--- src/rtl/dbus_uncache_resp_if.sv ---
// dbus_uncache_resp_if: CPU-side request/response and memory-side read/write channels of the uncached data-bus responder.
interface dbus_uncache_resp_if #(
    parameter int ADDR_W = 32,
    parameter int DATA_W = 32
);
    logic              cpu_valid;
    logic              cpu_op;
    logic [ADDR_W-1:0] cpu_addr;
    logic [1:0]        cpu_size;
    logic [3:0]        cpu_wstrb;
    logic [DATA_W-1:0] cpu_wdata;
    logic              cpu_flush;
    logic              cpu_busy;
    logic              cpu_data_ok;
    logic [DATA_W-1:0] cpu_rdata;
    logic              rd_req;
    logic [ADDR_W-1:0] rd_addr;
    logic [1:0]        rd_size;
    logic              rd_rdy;
    logic              ret_valid;
    logic [DATA_W-1:0] ret_data;
    logic              wr_req;
    logic [ADDR_W-1:0] wr_addr;
    logic [1:0]        wr_size;
    logic [3:0]        wr_strb;
    logic [DATA_W-1:0] wr_data;
    logic              wr_rdy;
    logic              wr_done;

    modport slave (
        input  cpu_valid, cpu_op, cpu_addr, cpu_size, cpu_wstrb, cpu_wdata, cpu_flush,
        output cpu_busy, cpu_data_ok, cpu_rdata,
        output rd_req, rd_addr, rd_size,
        input  rd_rdy, ret_valid, ret_data,
        output wr_req, wr_addr, wr_size, wr_strb, wr_data,
        input  wr_rdy, wr_done
    );

    modport master (
        output cpu_valid, cpu_op, cpu_addr, cpu_size, cpu_wstrb, cpu_wdata, cpu_flush,
        input  cpu_busy, cpu_data_ok, cpu_rdata,
        input  rd_req, rd_addr, rd_size,
        output rd_rdy, ret_valid, ret_data,
        input  wr_req, wr_addr, wr_size, wr_strb, wr_data,
        output wr_rdy, wr_done
    );
endinterface

--- src/rtl/dbus_uncache_resp.sv ---
// dbus_uncache_resp: uncached load/store responder turning CPU requests into single-beat memory transactions.
// Define UNCACHE_WBUF_EN to add a one-entry posted-write buffer.
module dbus_uncache_resp #(
    parameter int ADDR_W = 32,
    parameter int DATA_W = 32
) (
    input logic clk,
    input logic resetn,
    dbus_uncache_resp_if.slave bus
);
    typedef enum logic [2:0] {IDLE, RD_REQ, RD_WAIT, WR_REQ, WR_WAIT} state_e;

    state_e            state_q, state_d;
    logic [ADDR_W-1:0] addr_q, addr_d;
    logic [1:0]        size_q, size_d;
    logic [3:0]        strb_q, strb_d;
    logic [DATA_W-1:0] wdata_q, wdata_d, rdata_q, rdata_d;
    logic              kill_q, kill_d, ok_q, ok_d;
    logic              wb_req_q, wb_req_d, wb_wait_q, wb_wait_d;
    logic              accept, kill_now;

    always_comb begin
        state_d   = state_q;
        addr_d    = addr_q;
        size_d    = size_q;
        strb_d    = strb_q;
        wdata_d   = wdata_q;
        rdata_d   = rdata_q;
        ok_d      = 1'b0;
        wb_req_d  = wb_req_q;
        wb_wait_d = wb_wait_q;
        kill_now  = kill_q | bus.cpu_flush;
        accept    = state_q == IDLE && bus.cpu_valid && !bus.cpu_busy && !bus.cpu_flush;
        if (accept) begin
            addr_d  = bus.cpu_addr;
            size_d  = bus.cpu_size;
            strb_d  = bus.cpu_wstrb;
            wdata_d = bus.cpu_wdata;
`ifdef UNCACHE_WBUF_EN
            // a posted store retires to the CPU at once; the FSM stays in IDLE while it drains
            wb_req_d = bus.cpu_op;
            ok_d     = bus.cpu_op;
            state_d  = bus.cpu_op ? IDLE : RD_REQ;
`else
            state_d = bus.cpu_op ? WR_REQ : RD_REQ;
`endif
        end
`ifdef UNCACHE_WBUF_EN
        if (wb_req_q && bus.wr_rdy) begin
            wb_req_d  = 1'b0;
            wb_wait_d = 1'b1;
        end
        if (wb_wait_q && bus.wr_done)
            wb_wait_d = 1'b0;
`endif
        case (state_q)
            RD_REQ:  state_d = bus.rd_rdy ? RD_WAIT : RD_REQ;
            RD_WAIT: if (bus.ret_valid) begin
                state_d = IDLE;
                ok_d    = !kill_now;
                rdata_d = kill_now ? rdata_q : bus.ret_data;
            end
            WR_REQ:  state_d = bus.wr_rdy ? WR_WAIT : WR_REQ;
            WR_WAIT: if (bus.wr_done) begin
                state_d = IDLE;
                ok_d    = !kill_now;
            end
            default: ;
        endcase
        kill_d = state_d == IDLE ? 1'b0 : kill_now;
    end

    always_ff @(posedge clk or negedge resetn) begin
        if (!resetn) begin
            state_q   <= IDLE;
            addr_q    <= '0;
            size_q    <= '0;
            strb_q    <= '0;
            wdata_q   <= '0;
            rdata_q   <= '0;
            kill_q    <= 1'b0;
            ok_q      <= 1'b0;
            wb_req_q  <= 1'b0;
            wb_wait_q <= 1'b0;
        end else begin
            state_q   <= state_d;
            addr_q    <= addr_d;
            size_q    <= size_d;
            strb_q    <= strb_d;
            wdata_q   <= wdata_d;
            rdata_q   <= rdata_d;
            kill_q    <= kill_d;
            ok_q      <= ok_d;
            wb_req_q  <= wb_req_d;
            wb_wait_q <= wb_wait_d;
        end
    end

    assign bus.cpu_busy    = state_q != IDLE || ok_q || wb_req_q || wb_wait_q;
    assign bus.cpu_data_ok = ok_q;
    assign bus.cpu_rdata   = rdata_q;
    assign bus.rd_req      = state_q == RD_REQ;
    assign bus.rd_addr     = addr_q;
    assign bus.rd_size     = size_q;
    assign bus.wr_req      = state_q == WR_REQ || wb_req_q;
    assign bus.wr_addr     = addr_q;
    assign bus.wr_size     = size_q;
    assign bus.wr_strb     = strb_q;
    assign bus.wr_data     = wdata_q;
endmodule

--- src/flat_wrapper.sv ---
// flat-port wrapper written by rule: the top's interface ports become plain ports
module dbus_uncache_resp_flat 
#(
    parameter int ADDR_W = 32,
    parameter int DATA_W = 32
)
  (clk, resetn, bus_cpu_valid, bus_cpu_op, bus_cpu_addr, bus_cpu_size, bus_cpu_wstrb, bus_cpu_wdata, bus_cpu_flush, bus_cpu_busy, bus_cpu_data_ok, bus_cpu_rdata, bus_rd_req, bus_rd_addr, bus_rd_size, bus_rd_rdy, bus_ret_valid, bus_ret_data, bus_wr_req, bus_wr_addr, bus_wr_size, bus_wr_strb, bus_wr_data, bus_wr_rdy, bus_wr_done);
  dbus_uncache_resp_if #(.ADDR_W(ADDR_W), .DATA_W(DATA_W)) bus_i ();
  input logic clk;
  input logic resetn;
  input wire logic [$bits(bus_i.cpu_valid)-1:0] bus_cpu_valid;
  input wire logic [$bits(bus_i.cpu_op)-1:0] bus_cpu_op;
  input wire logic [$bits(bus_i.cpu_addr)-1:0] bus_cpu_addr;
  input wire logic [$bits(bus_i.cpu_size)-1:0] bus_cpu_size;
  input wire logic [$bits(bus_i.cpu_wstrb)-1:0] bus_cpu_wstrb;
  input wire logic [$bits(bus_i.cpu_wdata)-1:0] bus_cpu_wdata;
  input wire logic [$bits(bus_i.cpu_flush)-1:0] bus_cpu_flush;
  output wire logic [$bits(bus_i.cpu_busy)-1:0] bus_cpu_busy;
  output wire logic [$bits(bus_i.cpu_data_ok)-1:0] bus_cpu_data_ok;
  output wire logic [$bits(bus_i.cpu_rdata)-1:0] bus_cpu_rdata;
  output wire logic [$bits(bus_i.rd_req)-1:0] bus_rd_req;
  output wire logic [$bits(bus_i.rd_addr)-1:0] bus_rd_addr;
  output wire logic [$bits(bus_i.rd_size)-1:0] bus_rd_size;
  input wire logic [$bits(bus_i.rd_rdy)-1:0] bus_rd_rdy;
  input wire logic [$bits(bus_i.ret_valid)-1:0] bus_ret_valid;
  input wire logic [$bits(bus_i.ret_data)-1:0] bus_ret_data;
  output wire logic [$bits(bus_i.wr_req)-1:0] bus_wr_req;
  output wire logic [$bits(bus_i.wr_addr)-1:0] bus_wr_addr;
  output wire logic [$bits(bus_i.wr_size)-1:0] bus_wr_size;
  output wire logic [$bits(bus_i.wr_strb)-1:0] bus_wr_strb;
  output wire logic [$bits(bus_i.wr_data)-1:0] bus_wr_data;
  input wire logic [$bits(bus_i.wr_rdy)-1:0] bus_wr_rdy;
  input wire logic [$bits(bus_i.wr_done)-1:0] bus_wr_done;
  assign bus_i.cpu_valid = bus_cpu_valid;
  assign bus_i.cpu_op = bus_cpu_op;
  assign bus_i.cpu_addr = bus_cpu_addr;
  assign bus_i.cpu_size = bus_cpu_size;
  assign bus_i.cpu_wstrb = bus_cpu_wstrb;
  assign bus_i.cpu_wdata = bus_cpu_wdata;
  assign bus_i.cpu_flush = bus_cpu_flush;
  assign bus_cpu_busy = bus_i.cpu_busy;
  assign bus_cpu_data_ok = bus_i.cpu_data_ok;
  assign bus_cpu_rdata = bus_i.cpu_rdata;
  assign bus_rd_req = bus_i.rd_req;
  assign bus_rd_addr = bus_i.rd_addr;
  assign bus_rd_size = bus_i.rd_size;
  assign bus_i.rd_rdy = bus_rd_rdy;
  assign bus_i.ret_valid = bus_ret_valid;
  assign bus_i.ret_data = bus_ret_data;
  assign bus_wr_req = bus_i.wr_req;
  assign bus_wr_addr = bus_i.wr_addr;
  assign bus_wr_size = bus_i.wr_size;
  assign bus_wr_strb = bus_i.wr_strb;
  assign bus_wr_data = bus_i.wr_data;
  assign bus_i.wr_rdy = bus_wr_rdy;
  assign bus_i.wr_done = bus_wr_done;
  dbus_uncache_resp #(.ADDR_W(ADDR_W), .DATA_W(DATA_W)) u_core (.clk(clk), .resetn(resetn), .bus(bus_i));
endmodule
--- config.mk ---
export PLATFORM = sky130hd
export DESIGN_NAME = dbus_uncache_resp_flat
export DESIGN_NICKNAME = d
export VERILOG_FILES = /design/src/rtl/dbus_uncache_resp_if.sv /design/src/rtl/dbus_uncache_resp.sv /design/src/flat_wrapper.sv
export SDC_FILE = /design/constraint.sdc
export NUM_CORES = 1
export LEC_CHECK = 0
export BUFFER_PORTS_ARGS = -buffer_cell sky130_fd_sc_hd__buf_2
export CORE_ASPECT_RATIO = 1.4
export CORE_MARGIN = 8
export CORE_UTILIZATION = 45
export DETAILED_ROUTE_END_ITERATION = 12
export PLACE_DENSITY = 0.85
export SYNTH_ARGS = -nofsm -noshare
export SYNTH_HDL_FRONTEND = slang
export SYNTH_SLANG_ARGS = --single-unit
--- constraint.sdc ---
create_clock -name clk -period 2.6 [get_ports clk]
set_input_delay 0.13 -clock clk [delete_from_list [all_inputs] [get_ports clk]]
set_output_delay 0.13 -clock clk [all_outputs]
set_load 0.05 [all_outputs]
==> results.sh <==
export IMPL_wl_per_cell_um=18.1
export IMPL_die_area_mm2=0.0140
export IMPL_final_util=0.590
export IMPL_tritoncts="built"
export IMPL_cts_resized=0
export IMPL_synth_top_area_frac=0.569
export IMPL_ys_seq_area_frac=0.569
export IMPL_final_setup_viol_count=0
export IMPL_avgSynthCellArea_um2=16.5
export IMPL_cts_clk_slew_worst_paths_ns=0.08
export IMPL_fmaxAchievable_mhz=453
export IMPL_required_ns=2.81
export IMPL_cts_sinks=107
export IMPL_synth_cell_types=25
export IMPL_start_util=0.457
export IMPL_period_share=0.848
export IMPL_antenna_left=0
export IMPL_hp_class="in -> reg"
export IMPL_core_area_mm2=0.0103
export IMPL_die_y_um=137
export IMPL_endpoint_kind="flop"
export IMPL_clk_latency_ns=0.34
export IMPL_seq_area_mm2=0.00268
export IMPL_ys_ff_latch=107
export IMPL_max_cap_violations=0
export IMPL_numCtsBuffers=9
export IMPL_startpoint_type="flop"
export IMPL_track_usage=0.162
export IMPL_synthesis_area_mm2=0.00471
export IMPL_worstMarginPinSlew_ns=0.668
export IMPL_port_buffers=250
export IMPL_synthTopCellsByArea="dfrtp_1 57%, mux2_4 22%, mux2_2 7.7%, buf_4 5.4%, buf_12 3.0%"
export IMPL_grt_pass1_vias=3426
export IMPL_setup_tns_ns=0
export IMPL_slew_headroom=0.555
export IMPL_grt_max_degree=58
export IMPL_fin_crit_ns=2.21
export IMPL_grt_pass1_wl_um=17800
export IMPL_multi_input_area_mm2=0.00160
export IMPL_grt_overflow=0
export IMPL_synth_nets=396
export IMPL_cts_buffer_depth=2
export IMPL_viasPerCell=4.74
export IMPL_fin_cells=649
export IMPL_antenna_found_initial=0
export IMPL_synth_warnings=0
export IMPL_hpwl_um=9280
export IMPL_clock_skew_ns=0.00891
export IMPL_synth_largest_area_cell="dfrtp_1"
export IMPL_dp_cells=631
export IMPL_diodes=0
export IMPL_hold_viol=0
export IMPL_ios=251
export IMPL_rsz0062_at_grt="false"
export IMPL_cp_arrival_ns=2.42
export IMPL_slew_violations=0
export IMPL_drt_iter0_drc=57
export IMPL_fillCellCount=820
export IMPL_gp_congestion=0.750
export IMPL_path_class="reg -> reg"
export IMPL_ctsRootBufferMaster="clkbuf_16"
export IMPL_routed_wl_um=11700
export IMPL_dr_pass1_iters=4
export IMPL_area_growth_syn_to_layout_pct=29.0
export IMPL_vias=3075
export IMPL_dieWidth_um=102
export IMPL_postCtsSetupBuffers=0
export IMPL_cts_htree_levels=3
export IMPL_rows=44
export IMPL_drc=0
export IMPL_syn_inst=285
export IMPL_drive_gt1_frac=0.734
export IMPL_crit_fanout=40
export IMPL_nNetsFinal=617
export IMPL_status="finished, final reports clean"
-- cell families after synthesis --
group / count (synthesis) / synth area share
buffers and inverters: 49 / 0.0943
muxes: 102 / 0.300
and+or+nand+nor: 15 / 0.0194
DFF: 107 / 0.569
AOI/OAI and AO/OA: 12 / 0.0178
-- critical path: stages, from the launching register on --
cell     delay [ns]
dfrtp_1        0.47
or4_4          0.60
nor3b_4        0.32
buf_12         0.33
mux2_4         0.34
-- through the flow --
stage	cell area [µm²]	hold WS [ns]	worst slack [ns]
after floorplan	4710	-0.166	0.375
after global routing	6070	0.00196	0.324
final	6070	0.0191	0.395
after global placement	5780	0.185	0.489
after CTS	6060	0.00522	0.404
after detailed placement	5780	0.200	0.426
-- layout by cell type, fill, tap and decap left out, types with 2 or more instances in the layout --
cell,instances
o32a_1,2
buf_2,249
nand2b_1,2
buf_12,3
inv_1,2
clkinvlp_4,2
nor2_1,4
nand3b_1,2
buf_4,3
dlygate4sd3_1,2
mux2_4,70
clkbuf_16,9
a21oi_1,5
mux2_2,32
clkbuf_1,2
inv_6,2
dfrtp_1,107
-- path summary, 6_finish.rpt --
check | slack [ns] | to | startpoint | depth (start not counted)
worst max-delay path | 0.39 | u_core.bus.rd_size[1] | u_core.state_q[2] | 4
worst min-delay path | 0.02 | u_core.bus.rd_addr[30] | bus_cpu_addr[30] | 2
worst max register to register | 0.39 | u_core.bus.rd_size[1] | u_core.state_q[2] | 4
worst min register to register | 0.51 | u_core.bus.cpu_rdata[7] | u_core.bus.cpu_rdata[7] | 1
max in group asynchronous | 1.48 | u_core.bus.wr_data[25] | resetn | 3
min in group asynchronous | 0.35 | u_core.bus.rd_addr[10] | resetn | 2
-- layout make-up --
class                           instances  share of cell area
Clock buffer                           11              0.0383
Clock inverter                          5             0.00618
Inverter                                2             0.00124
Multi-Input combinational cell        129               0.263
Sequential cell                       107               0.441
Tap cell                              138              0.0284
Timing Repair Buffer                  257               0.222
-- registers in the layout (all words and copies together), names as in the netlist --
name,flops
u_core.bus.cpu_rdata,32
u_core.bus.rd_addr,32
u_core.state_q,3
u_core.bus.wr_strb,4
u_core.bus.cpu_data_ok,1
u_core.bus.rd_size,2
u_core.kill_q,1
u_core.bus.wr_data,32
-- routing by layer --
metal,track usage,up-vias,wire length (µm)
met5,0,-,0
met4,0.0450,0,123
met3,0.0616,11,1230
met2,0.286,150,6120
met1,0.175,1521,4260
li1,-,1393,-
-- timing repair --
action / in CTS / in global routing
endpoints found under the setup margin: 0 / 0
endpoints found under the hold margin: 50 / 1
hold buffers: 1 / 1
-- cell usage after synthesis, drive strengths merged --
| cell type | n |
|---|---|
| a211oi | 1 |
| a21oi | 5 |
| buf | 46 |
| clkbuf | 1 |
| dfrtp | 107 |
| inv | 2 |
| mux2 | 102 |
| nand2 | 1 |
| nand2b | 2 |
| nand3 | 1 |
| nand3b | 2 |
| nor2 | 5 |
| nor2b | 1 |
| nor3b | 1 |
| o21a | 1 |
| o21bai | 1 |
| o22a | 1 |
| o22ai | 1 |
| o32a | 2 |
| or3 | 1 |
| or4 | 1 |
Power is not shown: default switching activity piles up to over one toggle a cycle in this logic, so the estimate is an artifact.
